[src/rtl/btn_debounce_n.sv]
`timescale 1ns/1ps
// -----------------------------------------------------------------------------
// btn_debounce_n
// N-channel push-button conditioner. Each channel gets a 2-FF synchroniser,
// millisecond-granular debounce, one-cycle press/release pulses, a long-press
// pulse and optional auto-repeat. One millisecond prescaler is shared by all
// channels.
//
// Optional feature macro: BTN_DEBOUNCE_REPEAT_EN
//   defined     -> per-channel repeat counter present, repeat_pulse active
//   not defined -> repeat counter removed, repeat_pulse tied to 0
//
// Ports:
//   clk           in   1  system clock
//   rst_n         in   1  asynchronous active-low reset
//   btn           in   N  raw asynchronous button inputs
//   level         out  N  debounced state, 1 = pressed
//   press         out  N  one-cycle pulse on debounced 0->1
//   release_pulse out  N  one-cycle pulse on debounced 1->0
//   long_press    out  N  one-cycle pulse, once per hold, after LONG_MS
//   repeat_pulse  out  N  one-cycle auto-repeat pulse
// The release/repeat outputs carry a _pulse suffix because "release" and
// "repeat" are reserved words in SystemVerilog.
// -----------------------------------------------------------------------------
module btn_debounce_n #(
  parameter int N          = 2,
  parameter int CLK_HZ     = 27_000_000,
  parameter int MS         = 80,
  parameter int LONG_MS    = 1000,
  parameter int REPEAT_MS  = 200,
  parameter int ACTIVE_LOW = 1
) (
  input  logic         clk,
  input  logic         rst_n,
  input  logic [N-1:0] btn,
  output logic [N-1:0] level,
  output logic [N-1:0] press,
  output logic [N-1:0] release_pulse,
  output logic [N-1:0] long_press,
  output logic [N-1:0] repeat_pulse
);

  localparam int P  = CLK_HZ / 1000;
  localparam int PW = (P > 1) ? $clog2(P) : 1;
  localparam int DW = $clog2(MS + 1);
  localparam int HW = $clog2(LONG_MS + 1);

  localparam logic [PW-1:0] P_ZERO = PW'(0);
  localparam logic [PW-1:0] P_ONE  = PW'(1);
  localparam logic [PW-1:0] P_LAST = PW'(P - 1);
  localparam logic [DW-1:0] D_ZERO = DW'(0);
  localparam logic [DW-1:0] D_ONE  = DW'(1);
  localparam logic [DW-1:0] D_LAST = DW'(MS - 1);
  localparam logic [HW-1:0] H_ZERO = HW'(0);
  localparam logic [HW-1:0] H_ONE  = HW'(1);
  localparam logic [HW-1:0] H_LAST = HW'(LONG_MS - 1);
  localparam logic [HW-1:0] H_MAX  = HW'(LONG_MS);

  // Reject parameter sets that would make a counter compare value meaningless.
  generate
    if (N < 1 || P < 1 || MS < 1 || LONG_MS < 1 || REPEAT_MS < 1) begin : g_bad_cfg
      $error("btn_debounce_n: illegal parameter set");
    end
  endgenerate

  logic [N-1:0]    in_s;
  logic [N-1:0]    s0_r;
  logic [N-1:0]    s1_r;
  logic [PW-1:0]   pcnt_r;
  logic            ms_stb_r;

  logic [DW-1:0]   dcnt_r    [N];
  logic [DW-1:0]   dcnt_nx_s [N];
  logic [HW-1:0]   hcnt_r    [N];
  logic [HW-1:0]   hcnt_nx_s [N];
  logic [N-1:0]    level_r;
  logic [N-1:0]    level_nx_s;
  logic [N-1:0]    press_r;
  logic [N-1:0]    press_nx_s;
  logic [N-1:0]    rel_r;
  logic [N-1:0]    rel_nx_s;
  logic [N-1:0]    long_r;
  logic [N-1:0]    long_nx_s;

  // Normalise polarity so that 1 always means "pressed".
  assign in_s = (ACTIVE_LOW != 0) ? ~btn : btn;

  // Two-flop synchroniser for the asynchronous button inputs.
  always_ff @(posedge clk or negedge rst_n) begin
    if (!rst_n) begin
      s0_r <= {N{1'b0}};
      s1_r <= {N{1'b0}};
    end else begin
      s0_r <= in_s;
      s1_r <= s0_r;
    end
  end

  // Shared millisecond prescaler; strobe is registered one cycle after wrap.
  always_ff @(posedge clk or negedge rst_n) begin
    if (!rst_n) begin
      pcnt_r   <= P_ZERO;
      ms_stb_r <= 1'b0;
    end else begin
      if (pcnt_r == P_LAST) begin
        pcnt_r <= P_ZERO;
      end else begin
        pcnt_r <= pcnt_r + P_ONE;
      end
      ms_stb_r <= (pcnt_r == P_LAST);
    end
  end

  // Per-channel debounce and hold next-state logic.
  always_comb begin
    for (int i = 0; i < N; i++) begin
      dcnt_nx_s[i]  = dcnt_r[i];
      level_nx_s[i] = level_r[i];
      press_nx_s[i] = 1'b0;
      rel_nx_s[i]   = 1'b0;
      hcnt_nx_s[i]  = hcnt_r[i];
      long_nx_s[i]  = 1'b0;

      // Any return of the synchronised input to the accepted level discards
      // the partial count, so only an unbroken MS-long difference is accepted.
      if (s1_r[i] == level_r[i]) begin
        dcnt_nx_s[i] = D_ZERO;
      end else if (ms_stb_r) begin
        if (dcnt_r[i] == D_LAST) begin
          level_nx_s[i] = s1_r[i];
          dcnt_nx_s[i]  = D_ZERO;
          press_nx_s[i] = s1_r[i];
          rel_nx_s[i]   = ~s1_r[i];
        end else begin
          dcnt_nx_s[i] = dcnt_r[i] + D_ONE;
        end
      end else begin
        dcnt_nx_s[i] = dcnt_r[i];
      end

      // Hold counter saturates at LONG_MS; a release on the same strobe
      // suppresses the long pulse because the button is already up.
      if (!level_r[i]) begin
        hcnt_nx_s[i] = H_ZERO;
      end else if (ms_stb_r && (hcnt_r[i] < H_MAX)) begin
        hcnt_nx_s[i] = hcnt_r[i] + H_ONE;
        long_nx_s[i] = (hcnt_r[i] == H_LAST) & ~rel_nx_s[i];
      end else begin
        hcnt_nx_s[i] = hcnt_r[i];
      end
    end
  end

  // Per-channel debounce/hold state and pulse registers.
  always_ff @(posedge clk or negedge rst_n) begin
    if (!rst_n) begin
      for (int i = 0; i < N; i++) begin
        dcnt_r[i] <= D_ZERO;
        hcnt_r[i] <= H_ZERO;
      end
      level_r <= {N{1'b0}};
      press_r <= {N{1'b0}};
      rel_r   <= {N{1'b0}};
      long_r  <= {N{1'b0}};
    end else begin
      for (int i = 0; i < N; i++) begin
        dcnt_r[i] <= dcnt_nx_s[i];
        hcnt_r[i] <= hcnt_nx_s[i];
      end
      level_r <= level_nx_s;
      press_r <= press_nx_s;
      rel_r   <= rel_nx_s;
      long_r  <= long_nx_s;
    end
  end

`ifdef BTN_DEBOUNCE_REPEAT_EN
  localparam int RW = $clog2(REPEAT_MS + 1);
  localparam logic [RW-1:0] R_ZERO = RW'(0);
  localparam logic [RW-1:0] R_ONE  = RW'(1);
  localparam logic [RW-1:0] R_LAST = RW'(REPEAT_MS - 1);

  logic [RW-1:0] rcnt_r    [N];
  logic [RW-1:0] rcnt_nx_s [N];
  logic [N-1:0]  rpt_r;
  logic [N-1:0]  rpt_nx_s;

  // Auto-repeat runs only once the hold counter has saturated.
  always_comb begin
    for (int i = 0; i < N; i++) begin
      rcnt_nx_s[i] = rcnt_r[i];
      rpt_nx_s[i]  = 1'b0;
      if (!level_r[i] || (hcnt_r[i] < H_MAX)) begin
        rcnt_nx_s[i] = R_ZERO;
      end else if (ms_stb_r) begin
        if (rcnt_r[i] == R_LAST) begin
          rcnt_nx_s[i] = R_ZERO;
          rpt_nx_s[i]  = ~rel_nx_s[i];
        end else begin
          rcnt_nx_s[i] = rcnt_r[i] + R_ONE;
        end
      end else begin
        rcnt_nx_s[i] = rcnt_r[i];
      end
    end
  end

  // Repeat counter and pulse registers.
  always_ff @(posedge clk or negedge rst_n) begin
    if (!rst_n) begin
      for (int i = 0; i < N; i++) begin
        rcnt_r[i] <= R_ZERO;
      end
      rpt_r <= {N{1'b0}};
    end else begin
      for (int i = 0; i < N; i++) begin
        rcnt_r[i] <= rcnt_nx_s[i];
      end
      rpt_r <= rpt_nx_s;
    end
  end

  assign repeat_pulse = rpt_r;
`else
  assign repeat_pulse = {N{1'b0}};
`endif

  assign level         = level_r;
  assign press         = press_r;
  assign release_pulse = rel_r;
  assign long_press    = long_r;

endmodule

[config.mk]
export PLATFORM = sky130hd
export DESIGN_NAME = btn_debounce_n
export DESIGN_NICKNAME = d
export VERILOG_FILES = /design/src/rtl/btn_debounce_n.sv
export SDC_FILE = /design/constraint.sdc
export NUM_CORES = 1
export LEC_CHECK = 0
export CAP_MARGIN = 30
export CELL_PAD_IN_SITES_DETAIL_PLACEMENT = 1
export CELL_PAD_IN_SITES_GLOBAL_PLACEMENT = 2
export CORE_MARGIN = 5
export CORE_UTILIZATION = 39
export CTS_CLUSTER_DIAMETER = 100
export DETAILED_ROUTE_END_ITERATION = 8
export PLACE_DENSITY = 0.8
export SLEW_MARGIN = 20
export SYNTH_ARGS = -nofsm -noshare
export SYNTH_HDL_FRONTEND = slang
export SYNTH_SLANG_ARGS = --single-unit
[constraint.sdc]
create_clock -name clk -period 1.72 [get_ports clk]
set_input_delay 0.344 -clock clk [delete_from_list [all_inputs] [get_ports clk]]
set_output_delay 0.344 -clock clk [all_outputs]
set_load 0.05 [all_outputs]
==> results.sh, run 1 <==
export IMPL_clock_sinks=62
export IMPL_die_h_um=97.3
export IMPL_startpoint_type="flop"
export IMPL_yosysTopAreaCell="dfrtp_1"
export IMPL_cap_violations=0
export IMPL_syn_instance_count=285
export IMPL_final_max_slew_viol_count=0
export IMPL_io_buffer_count=11
export IMPL_dpl_cell_count=393
export IMPL_ir_drop_v=0.000362
export IMPL_die_area_sq_um=9460
export IMPL_core_sq_um=7330
export IMPL_insertedDiodeCount=0
export IMPL_ys_async_sr_fraction=1.00
export IMPL_initial_core_util=0.405
export IMPL_violations="hold timing"
export IMPL_drive_gt1_frac=0.142
export IMPL_cpPeakStageDelay_ns=0.55
export IMPL_ys_ff_latch=62
export IMPL_yosysMostFrequentCell="dfrtp_1"
export IMPL_p_leak_nw=1.44
export IMPL_post_dp_hpwl_mm=4.21
export IMPL_clk_latency_ns=0.34
export IMPL_path_max_fanout=11
export IMPL_gp_congestion=0.771
export IMPL_grt_total_usage=0.140
export IMPL_synth_top_cell_area_share=0.522
export IMPL_end_kind="flop"
export IMPL_ys_top_cells_by_area="dfrtp_1, xor2_1, nor2_1, nand4_1, nand2_1"
export IMPL_setup_viol=0
export IMPL_cts_buffers_inserted=9
export IMPL_fmax_mhz=623
export IMPL_ff2ff_path_depth=4
export IMPL_synth_edf_count=0
export IMPL_nFillCells=812
export IMPL_clock_skew_ns=0.0111
export IMPL_cts_hold_fix_buffers=0
export IMPL_fin_crit_ns=1.60
export IMPL_critical_path_slowest_cell="or4_4"
export IMPL_crit_type="flop to flop"
export IMPL_htreeDepth=3
export IMPL_grt_pass1_wl_mm=10.9
export IMPL_antenna_found_initial=0
export IMPL_hold_viol_final=4
export IMPL_holdWs_ns=-0.00468
export IMPL_nets=314
export IMPL_ys_warn_count=0
export IMPL_synth_flop_cell="dfrtp_1"
export IMPL_postCtsSetupBuffers=0
export IMPL_grt_start_max_net_pins=63
export IMPL_fin_ws_ns=0.115
export IMPL_avgSynthCellArea_sq_um=10.4
export IMPL_rows=31
export IMPL_finalPower_mw=2.95
export IMPL_status="finished, violations left"
export IMPL_grt_overflow=0
export IMPL_areaGrowthSynthToFinish_pct=16.2
export IMPL_dieWidth_um=97.3
export IMPL_hold_path_class="input port to asynchronous set/reset pin"
export IMPL_wl_per_cell_um=15.0
export IMPL_root_buffer="clkbuf_8"
export IMPL_post_drt_via_cell_ratio=5.32
export IMPL_synth_cell_type_count=48
export IMPL_worst_ep_arrival_time_ns=1.82
export IMPL_first_iter_violations=53
export IMPL_synthesis_area_sq_um=2970
export IMPL_drt_first_pass_iters=4
export IMPL_clkTransAtPathRegs_ns=0.07
export IMPL_cp_cell_sequence="or4_4 -> nor4_4 -> buf_6 -> a21oi_1"
export IMPL_finalCritPeriodShare=0.933
export IMPL_grt_pass1_vias=2303
export IMPL_cts_tree="done"
export IMPL_clock_path_buffers=2
export IMPL_synthTopCellsByCount="dfrtp_1, nor2_1, nand2_1, xor2_1, a21oi_1"
export IMPL_required_ns=1.93
export IMPL_yosysSeqAreaShare=0.522
export IMPL_grt_setup_unrepaired="false"
export IMPL_tns_ns=0
export IMPL_routed_wl_mm=6.13
export IMPL_dr_total_vias=2176
export IMPL_instances_no_fill=409
export IMPL_postRouteAntennaNets=0
export IMPL_drc_errors=0
export IMPL_power_density_nw_per_um2=853
export IMPL_ios=14
export IMPL_dp_slack_ns=0.0774
==> placed cells by master, fill, tap and decap left out, types with 6 or more instances in the layout <==
cell,instances
inv_1,6
and3_1,7
o211ai_1,7
clkbuf_8,10
nand3_1,11
xnor2_1,8
dfrtp_1,61
nor2_1,26
buf_4,13
o21ai_0,13
xor2_1,18
a21oi_1,14
nand2_1,20
nand4_1,13
==> stage by stage <==
step	util	hold slack, ns	cell area [sq um]
5_1_grt	0.471	0.0374	3450
6_report	0.471	-0.00468	3450
4_1_cts	0.470	0.0145	3450
2_1_floorplan	-	0.0484	2970
3_5_place_dp	0.441	0.336	3230
3_3_place_gp	0.441	0.333	3230
==> final timing paths <==
kind | slack (ns) | to | startpoint
setup / recovery | 0.12 | pcnt_r[13] | pcnt_r[9]
hold / removal | -0.005 | hcnt_r[8] | rst_n
setup reg to reg | 0.12 | pcnt_r[13] | pcnt_r[9]
hold reg to reg | 0.35 | s1_r[0] | s0_r[0]
max in group asynchronous | 1.42 | dcnt_r[5] | rst_n
min in group clk | 0.35 | s1_r[0] | s0_r[0]
==> power by group <==
group | internal [mW] | switching, mW
clock | 0.858 | 0.560
sequential | 1.46 | 0.00433
combinational | 0.0150 | 0.0450
total | 2.34 | 0.609
==> routing by layer <==
layer,vias to the layer above,share of wire,track usage
met4,0,0.022,0.0724
met2,25,0.49,0.227
met1,1085,0.46,0.176
li1,1054,-,-
met5,-,0,0
met3,12,0.026,0.0302
==> worst max-delay path: cells and delay by family, from the launching register on <==
kind | cells | cell delay (ns)
AOI/OAI and AO/OA | 1 | 0.07
buffers and inverters | 1 | 0.18
DFF | 1 | 0.41
and+or+nand+nor | 2 | 0.82
==> flip-flops by register name, summed over array words and instances (netlist names) <==
signal         cells
pcnt_r            15
hcnt_r            20
s1_r               2
dcnt_r            14
level              2
ms_stb_r           1
s0_r               2
release_pulse      2
long_press         2
press              2
==> layout make-up <==
class | count | area [sq um] | share of cell area
Sequential cell | 62 | 1550 | 0.450
Multi-Input combinational cell | 205 | 1340 | 0.388
Timing Repair Buffer | 20 | 194 | 0.0562
Clock buffer | 13 | 149 | 0.0431
Tap cell | 99 | 124 | 0.0359
Clock inverter | 3 | 67.6 | 0.0196
Inverter | 7 | 26.3 | 0.00761
==> cell families after synthesis <==
logic type | after synthesis | share of synthesized area
and+or+nand+nor | 117 | 0.225
DFF | 62 | 0.522
AOI/OAI and AO/OA | 49 | 0.104
xor gates and xnor gates | 26 | 0.0767
buffers and inverters | 19 | 0.0286
muxes | 6 | 0.0211
adders and majority gates | 5 | 0.0211
other | 1 | 0.00126
==> what timing repair did <==
action                                  in CTS  in global routing
endpoints found under the hold margin        0                  0
endpoints found under the setup margin       0                  3
resized for setup                            0                  2
Note: power is estimated with default switching activity, not from simulation.
==> run 2, diff against run 1 <==
Settings changed: CELL_PAD_IN_SITES_DETAIL_PLACEMENT 1 to 0, CELL_PAD_IN_SITES_GLOBAL_PLACEMENT 2 to 1, CORE_UTILIZATION 39 to 47, PLACE_DENSITY 0.8 to 0.85.
==> run 2 against run 1 <==
Non-clock buffer count is 1 higher. Sequential power hardly changed. Final cell count is 5.1% lower. Die area is 15% lower. Largest cell class unchanged. The run still ends with hold timing left. Fmax hardly changed. First-iteration DRC count is 9.4% higher. Critical endpoint is now pcnt_r[11]. Sequential share of layout area is 0.95 points higher. Critical path depth stayed put. Global-route usage is 1.1 points higher.
==> results.sh, run 2 (synthesis gave the netlist of run 1 again) <==
export IMPL_clock_skew_ns=0.00949
export IMPL_first_iter_violations=58
export IMPL_die_area_sq_um=8010
export IMPL_nFillCells=572
export IMPL_crit_type="flop to flop"
export IMPL_wl_met1_mm=2.58
export IMPL_postRouteAntennaNets=0
export IMPL_dieWidth_um=89.5
export IMPL_final_max_slew_viol_count=0
export IMPL_cts_tree="done"
export IMPL_io_buffer_count=11
export IMPL_final_cell_mix="dfrtp_1, nor2_1, nand2_1"
export IMPL_met2WireLength_mm=2.45
export IMPL_holdWs_ns=-0.00415
export IMPL_routed_wl_mm=5.32
export IMPL_tns_ns=0
export IMPL_cp_num_buf_inv=1
export IMPL_wl_per_cell_um=13.7
export IMPL_tightest_slew_ns=0.619
export IMPL_slew_headroom=0.584
export IMPL_hold_viol_final=1
export IMPL_grt_pass1_vias=2034
export IMPL_largest_reg_flops=20
export IMPL_cp_cell_sequence="or4_4 -> nor4_4 -> buf_4 -> nor2_1"
export IMPL_path_delay_family="simple AND/OR/NAND/NOR gates"
export IMPL_crit_path_start="pcnt_r[9]"
export IMPL_antenna_found_initial=0
export IMPL_clock_path_buffers=2
export IMPL_status="finished, violations left"
export IMPL_end_kind="flop"
export IMPL_r2r_start="pcnt_r[9]"
export IMPL_clkTransAtPathRegs_ns=0.06
export IMPL_cap_violations=0
export IMPL_drive_gt1_frac=0.145
export IMPL_power_density_nw_per_um2=778
export IMPL_required_ns=1.94
export IMPL_ios=14
export IMPL_instances_no_fill=388
export IMPL_die_h_um=89.5
export IMPL_root_buffer="clkbuf_8"
export IMPL_fmax_mhz=623
export IMPL_clk_latency_ns=0.34
export IMPL_grt_start_max_net_pins=63
export IMPL_hold_path_class="input port to asynchronous set/reset pin"
export IMPL_grt_setup_unrepaired="false"
export IMPL_grt_overflow=0
export IMPL_violations="hold timing"
export IMPL_post_dp_hpwl_mm=3.66
export IMPL_path_max_fanout=11
export IMPL_route_met3_wl_um=164
export IMPL_setup_viol=0
export IMPL_gp_congestion=0.800
export IMPL_regMostFlops="hcnt_r"
export IMPL_areaGrowthSynthToFinish_pct=13.7
export IMPL_initial_core_util=0.476
export IMPL_postCtsSetupBuffers=0
export IMPL_clock_sinks=62
export IMPL_worst_ep_arrival_time_ns=1.83
export IMPL_critical_path_slowest_cell="or4_4"
export IMPL_fin_crit_ns=1.61
export IMPL_insertedDiodeCount=0
export IMPL_core_sq_um=6240
export IMPL_post_drt_via_cell_ratio=5.48
export IMPL_drc_errors=0
export IMPL_dpl_cell_count=372
export IMPL_cts_hold_fix_buffers=0
export IMPL_grt_pass1_wl_mm=9.18
export IMPL_top_layer="met4"
export IMPL_dr_total_vias=2125
export IMPL_cpPeakStageDelay_ns=0.55
export IMPL_drt_first_pass_iters=4
export IMPL_finalCritPeriodShare=0.934
export IMPL_grt_total_usage=0.151
export IMPL_cts_buffers_inserted=9
export IMPL_post_cts_resized=0
export IMPL_htreeDepth=3
export IMPL_rows=29
export IMPL_p_leak_nw=1.43
export IMPL_startpoint_type="flop"
export IMPL_nets=315
export IMPL_ir_drop_v=0.000549
export IMPL_final_common_cell="dfrtp_1"
export IMPL_biggestRegsByFlops="hcnt_r x20, pcnt_r x15, dcnt_r x14"
## run 2: changes by cell type in the layout (fill, tap and decap cells not counted)
cell / delta
buf_4: +2
buf_6: -1
bufinv_16: -2
clkbuf_1: -1
clkinv_2: +3
dfrtp_1: +1
dfrtp_2: -1
## run 2: final cells by class
type,count,area [sq um],area share
clock inverter,4,22.5,0.00667
clock buffer,12,145,0.0430
inverter,7,26.3,0.00778
tap,77,96.3,0.0285
sequential,62,1550,0.459
multi-input combinational,205,1340,0.396
timing repair buffer,21,198,0.0585
## run 2: final timing paths
path	end	slack [ns]	cells after the start
min in group clk	s1_r[1]	0.35	0
min	pcnt_r[11]	-0.004	2
min reg2reg	s1_r[1]	0.35	0
max in group asynchronous	long_press[0]	1.44	2
max	pcnt_r[11]	0.11	4
max reg2reg	pcnt_r[11]	0.11	4
## run 2: power by group
part / internal [mW] / switching, mW
logic: 0.0136 / 0.0434
registers: 1.46 / 0.00409
clock network: 0.555 / 0.549
## run 2: stage by stage
stage / utilization / setup slack [ns] / cell area, sq um / total power [mW]
2_1_floorplan: - / 0.116 / 2970 / 1.51
3_5_place_dp: 0.514 / 0.124 / 3210 / 1.55
5_1_grt: 0.541 / 0.0319 / 3380 / 2.75
4_1_cts: 0.541 / 0.109 / 3380 / 2.67
6_report: 0.541 / 0.114 / 3380 / 2.63
3_3_place_gp: 0.514 / 0.149 / 3210 / 1.55
## run 2: per-layer routing
metal | track usage | up-vias
met1 | 0.197 | 1032
met2 | 0.231 | 23
met3 | 0.0332 | 11
li1 | - | 1059
met5 | 0 | -
met4 | 0.0893 | 0
